==> src/rtl/logic_unit_pkg.sv <==
// Shared definitions for the pipelined bitwise logic unit: opcode encoding
// and the per-bit operation evaluator used by the compute stage.
package logic_unit_pkg;

  localparam int OPW = 3;

  localparam logic [OPW-1:0] OP_NOT  = 3'd0;
  localparam logic [OPW-1:0] OP_AND  = 3'd1;
  localparam logic [OPW-1:0] OP_OR   = 3'd2;
  localparam logic [OPW-1:0] OP_XOR  = 3'd3;
  localparam logic [OPW-1:0] OP_NAND = 3'd4;
  localparam logic [OPW-1:0] OP_NOR  = 3'd5;
  localparam logic [OPW-1:0] OP_XNOR = 3'd6;
  localparam logic [OPW-1:0] OP_PASS = 3'd7;

  // Bit-sliced so the evaluator stays independent of the operand width.
  function automatic logic lu_eval_bit(input logic [OPW-1:0] op,
                                       input logic a,
                                       input logic b);
    logic r;
    r = 1'b0;
    case (op)
      OP_NOT:  r = ~a;
      OP_AND:  r = a & b;
      OP_OR:   r = a | b;
      OP_XOR:  r = a ^ b;
      OP_NAND: r = ~(a & b);
      OP_NOR:  r = ~(a | b);
      OP_XNOR: r = ~(a ^ b);
      OP_PASS: r = a;
      default: r = a;
    endcase
    return r;
  endfunction

endpackage

==> src/rtl/pipe_reg_vr.sv <==
// One valid/ready register slice. The payload is loaded only when a beat
// actually transfers in, so held data stays stable under backpressure.
module pipe_reg_vr #(
  parameter int PW = 8
) (
  input  logic          clk,
  input  logic          rst,
  input  logic          in_valid,
  output logic          in_ready,
  input  logic [PW-1:0] in_data,
  output logic          out_valid,
  input  logic          out_ready,
  output logic [PW-1:0] out_data
);

  logic          r_valid;
  logic [PW-1:0] r_data;
  logic          w_adv;

  assign w_adv     = ~r_valid | out_ready;
  assign in_ready  = w_adv;
  assign out_valid = r_valid;
  assign out_data  = r_data;

  // Slice state: refill or drain whenever the slot is free to advance.
  always_ff @(posedge clk or posedge rst) begin
    if (rst) begin
      r_valid <= 1'b0;
      r_data  <= {PW{1'b0}};
    end else begin
      if (w_adv) begin
        r_valid <= in_valid;
      end
      if (w_adv && in_valid) begin
        r_data <= in_data;
      end
    end
  end

endmodule

==> src/rtl/logic_unit_pipe.sv <==
// Two-stage pipelined W-bit logic unit with valid/ready on both sides.
// Define LOGIC_UNIT_FLAGS_EN to add the registered out_zero/out_par flags.
module logic_unit_pipe
  import logic_unit_pkg::*;
#(
  parameter int W = 8,
  parameter int OPW = logic_unit_pkg::OPW
) (
  input  logic           clk,
  input  logic           rst,
  input  logic           in_valid,
  output logic           in_ready,
  input  logic [W-1:0]   a,
  input  logic [W-1:0]   b,
  input  logic [OPW-1:0] op,
  output logic           out_valid,
  input  logic           out_ready,
`ifdef LOGIC_UNIT_FLAGS_EN
  output logic           out_zero,
  output logic           out_par,
`endif
  output logic [W-1:0]   y
);

  localparam int S1W = 2 * W + OPW;
`ifdef LOGIC_UNIT_FLAGS_EN
  localparam int S2W = W + 2;
`else
  localparam int S2W = W;
`endif

  logic [S1W-1:0] w_s1_in;
  logic [S1W-1:0] w_s1_data;
  logic           w_s1_valid;
  logic           w_s2_in_ready;
  logic [W-1:0]   w_s1_a;
  logic [W-1:0]   w_s1_b;
  logic [OPW-1:0] w_s1_op;
  logic [W-1:0]   w_f;
  logic [S2W-1:0] w_s2_in;
  logic [S2W-1:0] w_s2_data;

  assign w_s1_in = {op, b, a};
  assign w_s1_a  = w_s1_data[W-1:0];
  assign w_s1_b  = w_s1_data[2*W-1:W];
  assign w_s1_op = w_s1_data[S1W-1:2*W];

  pipe_reg_vr #(.PW(S1W)) u_s1 (
    .clk       (clk),
    .rst       (rst),
    .in_valid  (in_valid),
    .in_ready  (in_ready),
    .in_data   (w_s1_in),
    .out_valid (w_s1_valid),
    .out_ready (w_s2_in_ready),
    .out_data  (w_s1_data)
  );

  // Stage-2 combinational result from the captured operands.
  always_comb begin
    w_f = {W{1'b0}};
    for (int i = 0; i < W; i++) begin
      w_f[i] = lu_eval_bit(w_s1_op, w_s1_a[i], w_s1_b[i]);
    end
  end

`ifdef LOGIC_UNIT_FLAGS_EN
  // Flags travel in the same slice as y so they always describe it.
  assign w_s2_in  = {^w_f, ~|w_f, w_f};
  assign out_zero = w_s2_data[W];
  assign out_par  = w_s2_data[W+1];
`else
  assign w_s2_in = w_f;
`endif

  pipe_reg_vr #(.PW(S2W)) u_s2 (
    .clk       (clk),
    .rst       (rst),
    .in_valid  (w_s1_valid),
    .in_ready  (w_s2_in_ready),
    .in_data   (w_s2_in),
    .out_valid (out_valid),
    .out_ready (out_ready),
    .out_data  (w_s2_data)
  );

  assign y = w_s2_data[W-1:0];

endmodule

==> config.mk <==
export PLATFORM = sky130hd
export DESIGN_NAME = logic_unit_pipe
export DESIGN_NICKNAME = d
export VERILOG_FILES = /design/src/rtl/logic_unit_pkg.sv /design/src/rtl/pipe_reg_vr.sv /design/src/rtl/logic_unit_pipe.sv
export SDC_FILE = /design/constraint.sdc
export NUM_CORES = 1
export LEC_CHECK = 0
export BUFFER_PORTS_ARGS = -buffer_cell sky130_fd_sc_hd__buf_4
export CORE_MARGIN = 2
export CORE_UTILIZATION = 50
export CTS_CLUSTER_DIAMETER = 120
export DETAILED_ROUTE_END_ITERATION = 6
export PLACE_DENSITY_LB_ADDON = 0.2
export REMOVE_ABC_BUFFERS = 1
export SKIP_LAST_GASP = 1
export SYNTH_ARGS = -nofsm -noshare
export SYNTH_HDL_FRONTEND = slang
export SYNTH_SLANG_ARGS = --single-unit
==> constraint.sdc <==
create_clock -name clk -period 1.9 [get_ports clk]
set_input_delay 0 -clock clk [delete_from_list [all_inputs] [get_ports clk]]
set_output_delay 0 -clock clk [all_outputs]
set_load 0.02 [all_outputs]
# Word level (Yosys, flattened, before mapping)
# Cells that the tools add are included.
[word_totals]
register_bits = 29
input_bits = 23
output_inout_bits = 10
wordCells = 82
[op_classes]
n_eq_ne = 7
n_mux = 8
bitwise_logic = 60
reduce_logical = 3
[op_table]
columns = ["op", "n"]
rows = [
  ["$pmux 1 s8", 8],
  ["$not 1->1", 34],
  ["$eq 3x3->1 const B", 4],
  ["$or 1x1->1", 10],
  ["$and 1x1->1", 8],
  ["$xor 1x1->1", 8],
  ["$eq 3x2->1 const B", 2],
  ["$eq 3x1->1 const B", 1],
  ["$logic_not 3->1", 1],
  ["$logic_and 1x1->1", 2],
]

# Longest topological paths before layout
[logic_depth]
ltp_word = 4
mapped_depth = 7
ltp_nobuf = 6

# Cells and area by module
# From an unflattened synthesis, not the netlist that was laid out.
[unflattened]
hier_cells = 188
area_unflattened_um2 = 2030.7
[by_module_without_submodules]
columns = ["module", "n_inst", "cells_per_inst", "area_each_um2"]
rows = [
  ["logic_unit_pipe", 1, 123, 843.3],
  ["pipe_reg_vr (u_s1)", 1, 44, 798.3],
  ["pipe_reg_vr (u_s2)", 1, 21, 389.1],
]

# Least setup slack after synthesis
# OpenSTA, ideal clock, no wires.
[synth_path]
path_kind = "register to register"
start = "reg u_s2.r_valid, in the netlist u_s2.out_valid"
end = "reg u_s1.r_data[10], in the netlist u_s1.out_data[10]"
setup_ns = 0.125
arrival_time_ns = 1.515
required_ns = 1.775
setup_slack_ns = 0.260
stages_incl_launch_ff = 5
n_path_buf = 1
synth_period_minus_slack_ns = 1.640
cell_sequence = "dfrtp_1 > nand3b_1 > nand2_2 > buf_4 > mux2_2"
[synth_between]
elab_chain_len = 4
[synth_rtl]
columns = ["item", "line", "rtl"]
rows = [
  ["start: declaration", "pipe_reg_vr.sv:16", "logic r_valid;"],
  ["start signal: assignment", "pipe_reg_vr.sv:32", "r_valid <= in_valid;"],
  ["$not 1->1", "pipe_reg_vr.sv:20", "assign w_adv = ~r_valid | out_ready;"],
  ["$or 1x1->1 (2 in a row)", "pipe_reg_vr.sv:20", ""],
  ["via in_ready", "logic_unit_pipe.sv:12", "output logic in_ready,"],
  ["$logic_and 1x1->1", "pipe_reg_vr.sv:34", "if (w_adv && in_valid) begin"],
  ["end signal: assignment", "pipe_reg_vr.sv:29", "r_data <= {PW{1'b0}};"],
  ["end signal: assignment", "pipe_reg_vr.sv:35", "r_data <= in_data;"],
  ["end: declaration", "pipe_reg_vr.sv:17", "logic [PW-1:0] r_data;"],
]
# The timed path passes the listed nets, and every way through them passes these cells.
# A chain may end at the register's enable or synchronous reset.

# Final worst setup path
[layout_path]
start = "reg u_s1.r_data[18], in the netlist u_s1.out_data[18]"
end = "reg u_s2.r_data[5], in the netlist u_s2.out_data[5]"
[layout_between]
elab_chain_len = 2
[layout_rtl]
columns = ["item", "line", "rtl"]
rows = [
  ["$eq 3x3->1, or another cell as far along", "logic_unit_pkg.sv:22", "case (op)"],
  ["$pmux 1 s8 (*)", "logic_unit_pkg.sv:22", ""],
  ["end signal: assignment", "pipe_reg_vr.sv:29", ""],
  ["end signal: assignment", "pipe_reg_vr.sv:35", ""],
  ["end: declaration", "pipe_reg_vr.sv:17", ""],
]
# Every way passes the cells marked *; elsewhere a longest branch is shown, timed or not.

==> results.toml <==
[finish]
diodes = 0
drive_above_1_share = 0.281
area_growth_pct = 29.4
fin_nets = 281

[synth]
syn_area_mm2 = 0.00191
synth_area_per_cell_um2 = 10.2
ys_seq_elements = 29
yosys.cell_types.count = 40
syn_inst = 188
yosysSeqAreaShare = 0.379
yosysWarnings = 0

[floorplanning]
dieHeight_um = 65.9
ioPinCount = 33
die_area_mm2 = 0.00434
fp-row-count = 22
die_w_um = 65.9
coreArea_mm2 = 0.00366
start_util = 0.523

[setup_path]
critPathRequiredTime_ns = 2.07
r2r_start = "u_s1.out_data[18]$_DFFE_PP0P_"
r2r_end = "u_s2.out_data[5]$_DFFE_PP0P_"
cp_cell_sequence = "buf_4 -> nor3_2 -> a21oi_1 -> a22o_1"
worstSetupPathType = "register to register"
path_buf_inv = 1
worst-r2r-setup-slack_ns = 0.23
crit_fanout = 13
r2r_cells = 4
crit_path_max_incr_delay_ns = 0.51
slowest_stage = "nor3_2"
crit_family = "simple AND/OR/NAND/NOR gates"
startpoint_type = "register"
end_kind = "register"
arrival_ns = 1.84

[worst_hold_path]
hold_start = "out_ready"
hold_depth = 3
hold_end = "u_s2.out_valid$_DFFE_PP0P_"
hp-class = "input port to register"

[placement]
place_hpwl_mm = 2.65
place_ws_ns = 0.238
globalplace.congestion = 0.826
numPortBuffers = 32

[timing]
rsz0062_at_grt = "no"
period_needed_ns = 1.67
worst_slew_pin_slew_ns = 0.604
slew_viol_final = 0
hold_viol_final = 0
finalCritPeriodShare = 0.880
skew_ns = 0.00172
hold_ws_ns = 0.0356
fin_ws_ns = 0.228
setup_viol = 0
fmax_mhz = 598
maxSlewHeadroom = 0.598
tns_ns = 0

[grt]
grt_util_all_layers = 0.206
grt_max_degree = 36
overflow = 0
first_global_vias = 1529
antenna_found_initial = 0
grt_first_pass_wirelength_mm = 6.73

[route]
antenna_left = 0
wl_per_cell_um = 13.7
met1Wirelength_mm = 1.70
first_pass_iters = 4
vias_per_cell = 5.28
top_layer = "met4"
wl_mm = 3.96
met2_length_mm = 2.02
routed-via-count = 1530
drt_iter0_markers = 72
drc = 0
met3_length_um = 165

[cts]
cts_buffers = 5
clkTransAtPathRegs_ns = 0.06
root_buffer = "clkbuf_8"
clockBufferDepth = 2
cts_tree = "done"
post_cts_buffers = 0
clk_latency_ns = 0.28
cts_max_level = 2
ctsResizeCount = 0
clkSinkCount = 29

[pwr]
p_leak_nw = 1.17
ir_drop_v = 0.000537
total_power_mw = 2.22
pwr_density_cell_mw_per_mm2 = 899

[outcome]
status = "complete, no violations"

[job]
drv_cap = 0
==> worst min-delay path, stage by stage <==
cell      delay [ns]
buf_4           0.08
nand2b_1        0.12
nand2b_1        0.07
==> metrics by stage <==
stage | instance area (um2) | utilization | std cells
finish | 2470 | 0.676 | 290
global route | 2470 | 0.676 | 290
CTS | 2470 | 0.676 | 290
detailed placement | 2180 | 0.595 | 262
global placement | 2180 | 0.595 | 262
floorplan | 1830 | - | 177
==> flip-flops by register name (all words and copies together), names as in the netlist <==
register,flops
u_s1.out_data,19
u_s1.out_valid,1
u_s2.out_data,8
u_s2.out_valid,1
==> kinds of logic after synthesis <==
family / after synthesis / synth area share
AOI/OAI and AO/OA: 44 / 0.158
adders and majority gates: 16 / 0.105
buffers and inverters: 31 / 0.0837
DFF: 29 / 0.379
muxes: 24 / 0.145
and+or+nand+nor: 44 / 0.129
==> how the worst max path moves through the flow <==
stage | from | to | slack [ns] | cells past startpoint
finish | u_s1.out_data[18]$_DFFE_PP0P_ | u_s2.out_data[5]$_DFFE_PP0P_ | 0.23 | 4
global route | u_s1.out_data[17]$_DFFE_PP0P_ | u_s2.out_data[3]$_DFFE_PP0P_ | 0.11 | 4
CTS | u_s1.out_data[18]$_DFFE_PP0P_ | u_s2.out_data[5]$_DFFE_PP0P_ | 0.24 | 4
detailed placement | u_s1.out_data[18]$_DFFE_PP0P_ | u_s2.out_data[3]$_DFFE_PP0P_ | 0.24 | 4
global placement | u_s1.out_data[18]$_DFFE_PP0P_ | u_s2.out_data[3]$_DFFE_PP0P_ | 0.24 | 4
floorplan | u_s1.out_data[16]$_DFFE_PP0P_ | u_s2.out_data[5]$_DFFE_PP0P_ | 0.12 | 4
==> cell usage in the layout, fill, tap and decap left out, types with 2 or more instances in the layout <==
cell,Yosys,final
a311oi_1,2,2
o2111ai_1,2,2
nand3b_1,3,3
a31oi_1,5,5
nor2b_1,6,6
a22o_1,2,2
clkbuf_8,0,6
inv_1,20,20
a211oi_1,3,3
a32o_1,2,2
a21oi_1,7,7
dfrtp_1,29,29
nand2_1,8,8
dlygate4sd3_1,0,21
buf_4,5,36
o221ai_1,2,2
nor3_1,5,5
o21ai_1,5,5
mux2_2,20,20
mux2i_1,3,3
a21o_1,3,3
o21ai_0,5,5
nand2b_1,7,7
nor2_1,8,8
ha_1,16,16
==> report_power, final <==
| part | internal [mW] | total, mW | switching [mW] | leakage [nW] |
|---|---|---|---|---|
| sequential | 0.740 | 0.857 | 0.117 | 0.341 |
| combinational | 0.441 | 0.862 | 0.421 | 0.784 |
| clock | 0.286 | 0.505 | 0.219 | 0.0443 |
| total | 1.47 | 2.22 | 0.756 | 1.17 |
==> cell usage after synthesis, drive strengths merged <==
cell	number	area, um2
a211oi	3	22.5
a21o	3	22.5
nand3	1	5.00
o22ai	1	6.26
nor3b	1	7.51
ha	16	200
o21ai	11	58.8
a32o	2	20.0
nand2b	7	43.8
buf	10	81.3
o221ai	2	17.5
a31oi	5	31.3
nand3b	3	22.5
a21oi	7	35.0
o211a	1	10.0
nor3	6	35.0
a311oi	2	17.5
mux2	20	225
o211ai	1	7.51
and3b	1	8.76
or3b	1	8.76
mux2i	3	30.0
nor2	9	41.3
a41oi	1	8.76
a22o	2	17.5
o2111ai	2	17.5
inv	20	75.1
o311a	1	10.0
nor2b	6	37.5
nand2	9	36.3
dfrtp	29	726
clkbuf	1	3.75
mux4	1	22.5
==> routing by layer <==
metal	vias to the layer above	track usage
li1	772	-
met1	705	0.261
met2	45	0.337
met3	8	0.0528
met4	0	0.0781
met5	-	0
==> timing repair <==
item,in CTS,in global routing
hold buffers,21,0
hold endpoints to repair,49,0
setup endpoints to repair,0,0
==> area by class of cell <==
cell class | count | area, um2
flip-flops and latches | 29 | 726
fillers | 284 | 1190
inverters | 20 | 75.1
multi-input cells | 128 | 1030
repair buffers | 58 | 500
well taps | 48 | 60.1
clock buffers | 7 | 86.3
Power figures use the tool's default switching activity.
